**src/rtl/montgomery_pkg.sv**
```systemverilog
// Shared types and defaults for the radix-2 Montgomery multiplier.
package montgomery_pkg;
    localparam int DEFAULT_WIDTH = 32;

    typedef enum logic [1:0] {
        ST_IDLE = 2'd0,
        ST_CALC = 2'd1,
        ST_CORR = 2'd2,
        ST_DONE = 2'd3
    } state_t;
endpackage

```
**src/rtl/montgomery_step.sv**
```systemverilog
// One radix-2 Montgomery iteration: S' = (S + a_i*b + q*m) / 2 with q chosen to make the sum even.
module montgomery_step #(
    parameter int WIDTH = 32
) (
    input  logic [WIDTH+1:0] s,
    input  logic             a_bit,
    input  logic [WIDTH-1:0] b,
    input  logic [WIDTH-1:0] m,
    output logic [WIDTH+1:0] s_next
);
    logic [WIDTH+1:0] t;
    logic [WIDTH+1:0] u;

    // S < 2^(W+1) is invariant, so S + b + m always fits in W+2 bits.
    always_comb begin
        t      = s + (a_bit ? {2'b00, b} : '0);
        u      = t + (t[0] ? {2'b00, m} : '0);
        s_next = u >> 1;
    end
endmodule

```
**src/rtl/montgomery_mul_core.sv**
```systemverilog
// Bit-serial Montgomery multiplier: result = a*b*2^-WIDTH mod m, one bit of a per cycle.
module montgomery_mul_core
    import montgomery_pkg::*;
#(
    parameter int WIDTH = DEFAULT_WIDTH
) (
    input  logic             clk,
    input  logic             rst_n,
    input  logic             in_valid,
    output logic             in_ready,
    input  logic [WIDTH-1:0] a,
    input  logic [WIDTH-1:0] b,
    input  logic [WIDTH-1:0] m,
    output logic             out_valid,
    input  logic             out_ready,
    output logic [WIDTH-1:0] result,
    output logic             error,
    output logic             busy
);
    localparam int CW = (WIDTH > 1) ? $clog2(WIDTH) : 1;
    localparam logic [CW-1:0] LAST = CW'(WIDTH - 1);

    state_t           state;
    logic [WIDTH-1:0] a_r, b_r, m_r;
    logic [WIDTH+1:0] s, s_next;
    logic [CW-1:0]    cnt;
    logic [WIDTH-1:0] result_r;
    logic             error_r;
    logic [WIDTH+1:0] s_sub;

    montgomery_step #(.WIDTH(WIDTH)) u_step (
        .s      (s),
        .a_bit  (a_r[cnt]),
        .b      (b_r),
        .m      (m_r),
        .s_next (s_next)
    );

    assign s_sub     = s - {2'b00, m_r};
    assign in_ready  = (state == ST_IDLE);
    assign busy      = (state != ST_IDLE);
    assign out_valid = (state == ST_DONE);
    assign result    = result_r;
    assign error     = error_r;

    always_ff @(posedge clk or negedge rst_n) begin
        if (!rst_n) begin
            state    <= ST_IDLE;
            a_r      <= '0;
            b_r      <= '0;
            m_r      <= '0;
            s        <= '0;
            cnt      <= '0;
            result_r <= '0;
            error_r  <= 1'b0;
        end else begin
            case (state)
                ST_IDLE: begin
                    if (in_valid) begin
                        a_r <= a;
                        b_r <= b;
                        m_r <= m;
                        s   <= '0;
                        cnt <= '0;
                        // An even modulus has no inverse of 2; report it without iterating.
                        if (!m[0]) begin
                            result_r <= '0;
                            error_r  <= 1'b1;
                            state    <= ST_DONE;
                        end else begin
                            state <= ST_CALC;
                        end
                    end
                end
                ST_CALC: begin
                    s   <= s_next;
                    cnt <= cnt + 1'b1;
                    if (cnt == LAST) state <= ST_CORR;
                end
                ST_CORR: begin
                    result_r <= (s >= {2'b00, m_r}) ? s_sub[WIDTH-1:0] : s[WIDTH-1:0];
                    error_r  <= 1'b0;
                    state    <= ST_DONE;
                end
                ST_DONE: begin
                    if (out_ready) state <= ST_IDLE;
                end
                default: state <= ST_IDLE;
            endcase
        end
    end
endmodule
```
**config.mk**
```make
export PLATFORM = sky130hd
export DESIGN_NAME = montgomery_mul_core
export DESIGN_NICKNAME = d
export VERILOG_FILES = /design/src/rtl/montgomery_pkg.sv /design/src/rtl/montgomery_step.sv /design/src/rtl/montgomery_mul_core.sv
export SDC_FILE = /design/constraint.sdc
export NUM_CORES = 1
export LEC_CHECK = 0
export ABC_AREA = 1
export CAP_MARGIN = 40
export CORE_MARGIN = 2
export CORE_UTILIZATION = 45
export DETAILED_ROUTE_END_ITERATION = 12
export PLACE_DENSITY = 0.71
export SLEW_MARGIN = 15
export SYNTH_ARGS = -nofsm -noshare
export SYNTH_HDL_FRONTEND = slang
export SYNTH_HIERARCHICAL = 1
export SYNTH_SLANG_ARGS = --single-unit
```
**constraint.sdc**
```tcl
create_clock -name clk -period 4.9 [get_ports clk]
set_input_delay 0.735 -clock clk [delete_from_list [all_inputs] [get_ports clk]]
set_output_delay 0.735 -clock clk [all_outputs]
set_load 0.02 [all_outputs]
```
==> summary.md, run 1 <==
| Metric | Value |
|---|---|
| H-tree depth | `4` |
| Clk pin slew, worst setup/hold paths | `80 ps` |
| Initial DRC count | `around 1100` |
| TritonRoute pass-1 iters | `6` |
| Ports | `136` |
| DR WL/cell | `about 17 um` |
| Nets@finish | `2603` |
| DP Area | `~0.016 mm^2` |
| Post-Syn Area per Cell | `6.40 um^2` |
| Largest net degree at the start of global routing | `83` |
| Status | `complete, no violations` |
| Number of routed nets with antenna violations | `0` |
| Crit path kind | `reg -> reg` |
| Hold-fix buffers, CTS | `0` |
| Critical path endpoint category | `flip-flop` |
| Die Footprint | `0.0334 mm^2` |
| Global route overflow | `0` |
| RSZ-0062 raised after global routing | `true` |
| Max frequency | `0.210 GHz` |
| CTS buffer count | `17` |
| Vias in the first global route | `13800` |
| Critical path's slowest cell | `dfrtp_1` |
| Post-synthesis net count | `approximately 2500` |
| Warnings, synthesis | `6` |
| CTS tree | `built` |
| Post-synth top area cell | `dfrtp_1` |
| Synth top area share | `29.5%` |
| Final cell area excluding filler cells | `0.0178 mm^2` |
| Post-Syn Area | `0.0144 mm^2` |
| FF-to-FF setup slack | `140 ps` |
| Routed vias/inst | `slightly above 5` |
| N_diodes | `0` |
| Top cells by area, synth | `dfrtp_1 (30%), nand2_1 (21%), inv_1 (9.4%), ha_1 (8.8%), nand3_1 (6.5%)` |
| Critical Path AT | `approximately 5000 ps` |
| Final slew viol count | `0` |
| Ys flop type | `dfrtp_1` |
| Port bufs | `135` |
| Initial antenna violation count | `0` |
| Post-Place Setup Slack | `-71.0 ps` |
| CP Launch Type | `flip-flop` |
| Die X-Extent | `183 um` |
| Critical Path RT | `between 5000 and 6000 ps` |
| Die Ht | `183 um` |
| Number of flops mapped to enable cells by yosys | `0` |
| Skew final | `13.2 ps` |
| Row count | `65` |
| Root Driver | `clkbuf_16` |
| Setup violators final | `0` |
| Hold/Removal Path Class | `in -> async` |
| First-pass GRT wire length | `72900 um` |
| Share of layout cells above drive strength 1 | `11.5%` |
| Final Critical Period | `4760 ps` |
| Slew margin rel. | `44.6%` |
| CP max FO | `7` |
| Final hold vios | `0` |
| DP HPWL | `37000 um` |
| Worst flop-to-flop path endpoint | `s[31]` |
| Routability Congestion | `slightly below 1` |
| MaxCap Viol Count | `0` |
| Count leader, synth | `nand2_1` |
| Max incr delay on CP | `410 ps` |
| Routed vias | `14500` |
| Synthesized instance count | `about 2200` |
| Starting density of the core | `45.6%` |
| WL final | `46800 um` |
| Clock Sinks | `170` |
| Post-synth cell types | `53` |
| Async SR Flop Fraction | `100%` |
| Setup ws final | `142 ps` |
| DRC | `0` |
| GRT Util Overall | `between 20 and 30%` |
| Worst slew pin tran | `829 ps` |
| Worst R2R Path Depth | `29` |
| CTS Buffer Depth | `2` |
| Yosys reg bits | `170` |
| Area grow syn2layout | `23.5%` |
| Placeable Area | `roughly 0.032 mm^2` |
| Period utilisation layout | `a little over nine tenths` |
| Skew-Pair Late Insertion Delay | `460 ps` |
| Crit path from | `cnt[0]` |
| Reg2reg start | `cnt[0]` |
| Sequential area share after synthesis | `29.5%` |
| Final worst hold slack | `between 100 and 150 ps` |
| Synth cell count leaders | `nand2_1 (816), inv_1 (360), nand3_1 (186)` |
sequential cells by signal, summed over array words and instances (netlist names):
signal,cells
state,2
result,32
a_r,32
cnt,5
m_r,32
b_r,32
error,1
s,34
final cells by class:
| cell class | count | area, um^2 |
|---|---|---|
| Fill cell | 3136 | 13800 |
| Multi-Input combinational cell | 1656 | 9200 |
| Sequential cell | 170 | 4250 |
| Timing Repair Buffer | 189 | 1870 |
| Inverter | 365 | 1370 |
| Tap cell | 402 | 503 |
| Clock buffer | 20 | 467 |
| Clock inverter | 12 | 125 |
per-layer routing:
layer	share of wire (%)	GRT usage [%]
met2	46	44.8
met3	4.3	3.44
met5	0	0
met1	48	39.5
met4	2.1	8.00
how the worst max path moves through the flow:
stage                        to  slack (ps)  cells past startpoint
after floorplan           s[28]         330                     37
after global placement    s[31]         -40                     31
after detailed placement  s[31]         -70                     32
after CTS                 s[20]          20                     30
after global routing      s[30]        -160                     31
final                     s[31]         140                     29
what timing repair did:
action | CTS | global route
gates cloned | 0 | 2
setup buffers | 2 | 20
pin swaps | 3 | 52
resized for setup | 9 | 161
setup endpoints to repair | 6 | 19
cells by family (layout without fill, tap and decap cells):
| logic type | Yosys count | in the layout | share of synthesized area (%) |
|---|---|---|---|
| fa+ha+maj | 104 | 104 | 9.19 |
| flops | 170 | 170 | 29.5 |
| simple gates | 1219 | 1219 | 35.3 |
| buf+inv | 423 | 586 | 11.4 |
| compound gates | 261 | 261 | 10.2 |
| other cells | 1 | 1 | 0.0260 |
| xor+xnor | 71 | 71 | 4.32 |
cell usage in the layout (no fill, tap or decap), types with 4 or more instances in the layout:
cell / synthesis / final
nand2_1: 816 / 786
inv_1: 360 / 351
nand3_1: 186 / 185
dfrtp_1: 170 / 170
clkdlybuf4s50_1: 0 / 134
nor2_1: 133 / 119
o21ai_0: 104 / 91
ha_1: 101 / 74
a21oi_1: 93 / 69
buf_4: 2 / 45
nand2_2: 17 / 44
xor2_1: 46 / 41
a21oi_2: 8 / 27
xnor2_1: 25 / 25
clkbuf_16: 0 / 19
ha_4: 0 / 19
nor2_2: 7 / 17
nand4_1: 16 / 16
o21ai_1: 7 / 14
inv_2: 5 / 13
a21o_1: 13 / 13
nor3_1: 18 / 11
nor2_4: 5 / 9
ha_2: 0 / 8
o21ai_2: 3 / 7
o21bai_1: 10 / 7
nor3_2: 2 / 7
a21oi_4: 1 / 6
nand3_2: 5 / 5
inv_6: 0 / 5
xor2_2: 0 / 5
nand2_4: 1 / 4
o221ai_1: 4 / 4
a31oi_1: 4 / 4
and2_1: 4 / 4
critical path, delay by kind of cell (launching register included):
kind / cells / cell delay [ps]
AOI/OAI and AO/OA: 11 / 1490
DFF: 1 / 410
adders and majority gates: 2 / 690
xor gates and xnor gates: 2 / 340
buffers and inverters: 6 / 720
and+or+nand+nor: 8 / 1030
per-stage QoR:
step / utilization (%) / setup TNS [ps] / instances
global route: 56.4 / -953 / 2814
finish: 56.4 / 0 / 2814
detailed placement: 51.6 / -237 / 2758
global placement: 51.5 / -37.5 / 2757
floorplan: - / 0 / 2249
CTS: 53.6 / 0 / 2792
Power of run 1 is left out: the tool's default activity adds up to more than one toggle a clock period on the data nets, which glitch-free logic cannot reach.
==> inputs of run 2 (changes only) <==
Settings changed: SETUP_SLACK_MARGIN from default to 0.3.
==> summary.md, run 2 (same netlist as run 1, synthesis figures left out) <==
| Metric | Value |
|---|---|
| Placeable Area | `0.0316 mm^2 (unchanged)` |
| GRT Util Overall | `28.2% (+0.35 points)` |
| Largest net degree at the start of global routing | `83 (unchanged)` |
| Critical path endpoint category | `flip-flop` |
| Commonest non-fill, non-tap cell in the layout | `nand2_1` |
| Initial DRC count | `1074 (-3.5%)` |
| N_diodes | `0 (unchanged)` |
| Worst R2R Path Depth | `32 (+10%)` |
| H-tree depth | `4 (unchanged)` |
| Routability Congestion | `0.977 (unchanged)` |
| Port bufs | `135 (unchanged)` |
| Period utilisation layout | `94.2% (-2.9 points)` |
| Crit path from | `cnt[0]` |
| Initial antenna violation count | `0 (unchanged)` |
| Routed vias/inst | `5.21 (+0.83%)` |
| Skew-Pair Late Insertion Delay | `460 ps (about the same)` |
| Clock Sinks | `170 (unchanged)` |
| Slew margin rel. | `44.6% (about the same)` |
| Crit path kind | `reg -> reg` |
| Final Util | `58.9% (+2.5 points)` |
| Max frequency | `0.217 GHz (+3.1%)` |
| Vias in the first global route | `14000 (+1.1%)` |
| WL final | `47700 um (+2.0%)` |
| Final hold vios | `0 (unchanged)` |
| Share of layout cells above drive strength 1 | `17.2% (+5.7 points)` |
| Area grow syn2layout | `29.1%` |
| CP max FO | `7 (unchanged)` |
| DRC | `0 (unchanged)` |
| Most frequent cells in the layout | `nand2_1 (755), inv_1 (328), nand3_1 (180)` |
| Final slew viol count | `0 (unchanged)` |
| Critical Path AT | `5010 ps (-130 ps)` |
| DP Area | `0.0163 mm^2 (unchanged)` |
| Final cell area excluding filler cells | `0.0186 mm^2 (+4.5%)` |
| Clk pin slew, worst setup/hold paths | `70 ps (about the same)` |
| Setup violators final | `0 (unchanged)` |
| Die Footprint | `0.0334 mm^2 (unchanged)` |
| Hold-fix buffers, CTS | `0 (unchanged)` |
| Row count | `65 (unchanged)` |
| CTS buffer count | `17 (unchanged)` |
| Number of routed nets with antenna violations | `0 (unchanged)` |
| Status | `complete, no violations` |
| MaxCap Viol Count | `0 (unchanged)` |
| Global route overflow | `0 (unchanged)` |
| Routed vias | `14800 (+1.5%)` |
| Critical path's slowest cell | `dfrtp_1` |
| Die Ht | `183 um (unchanged)` |
| Hold/Removal Path Class | `in -> async` |
| Skew final | `12.7 ps (-0.514 ps)` |
| Final Critical Period | `4610 ps (-144 ps)` |
| CTS tree | `built` |
| Die X-Extent | `183 um (unchanged)` |
| Worst slew pin tran | `828 ps (-0.223 ps)` |
| Root Driver | `clkbuf_16` |
| Final worst hold slack | `112 ps (-0.143 ps)` |
| Starting density of the core | `45.6% (unchanged)` |
| First-pass GRT wire length | `73900 um (+1.3%)` |
| TritonRoute pass-1 iters | `7 (+1)` |
| Max incr delay on CP | `410 ps (about the same)` |
| DR WL/cell | `16.8 um (+1.3%)` |
| CP Launch Type | `flip-flop` |
| DP HPWL | `37000 um (unchanged)` |
| Reg with most FFs | `s` |
| Ports | `136 (unchanged)` |
| CTS Buffer Depth | `2 (unchanged)` |
| FF-to-FF setup slack | `290 ps (+140 ps)` |
| Largest register FFs | `34 (unchanged)` |
| Reg2reg start | `cnt[0]` |
| Nets@finish | `2623 (+0.77%)` |
| Critical Path RT | `5290 ps (about the same)` |
| RSZ-0062 raised after global routing | `true` |
## run 2: layout make-up
type / count / area, um^2
Fill cell: 3008 / 13000
Inverter: 365 / 1370
Clock buffer: 20 / 467
Clock inverter: 12 / 125
Tap cell: 402 / 503
Multi-Input combinational cell: 1656 / 9820
Timing Repair Buffer: 209 / 2050
Sequential cell: 170 / 4250
## run 2: worst paths after layout
check                              to
setup / recovery                s[26]
hold / removal                 m_r[6]
setup reg to reg                s[26]
hold reg to reg            result[25]
max in group asynchronous     m_r[26]
min in group clk           result[25]
## run 2: timing repair
action                     in CTS  in global routing
setup endpoints to repair      19                 22
pin swaps                      34                 91
gates cloned                    0                  2
setup buffers                  19                 23
gates resized for setup        79                265
## run 2: critical path, delay by kind of cell (launching register included)
family / cells / cell delay [ps]
compound gates: 5 / 500
buf+inv: 8 / 960
simple gates: 15 / 1760
xor+xnor: 2 / 270
flops: 1 / 410
fa+ha+maj: 2 / 620
## run 2: per-stage QoR
| stage | worst slack, ps | instances | setup TNS (ps) |
|---|---|---|---|
| after detailed placement | -71.0 | 2758 | -237 |
| after global routing | -13.7 | 2834 | -15.0 |
| after CTS | 278 | 2809 | 0 |
| after global placement | -37.5 | 2757 | -37.5 |
| final | 285 | 2834 | 0 |
| after floorplan | 329 | 2249 | 0 |
## run 2: per-layer routing
layer / vias to the layer above / global-route usage, % / share of wire (%)
met4: 0 / 7.71 / 2.7
met5: - / 0 / 0
met3: 84 / 3.97 / 5.0
met1: 6822 / 39.3 / 46
li1: 7381 / - / -
met2: 468 / 46.0 / 46
Power of run 2 is left out for the same reason.
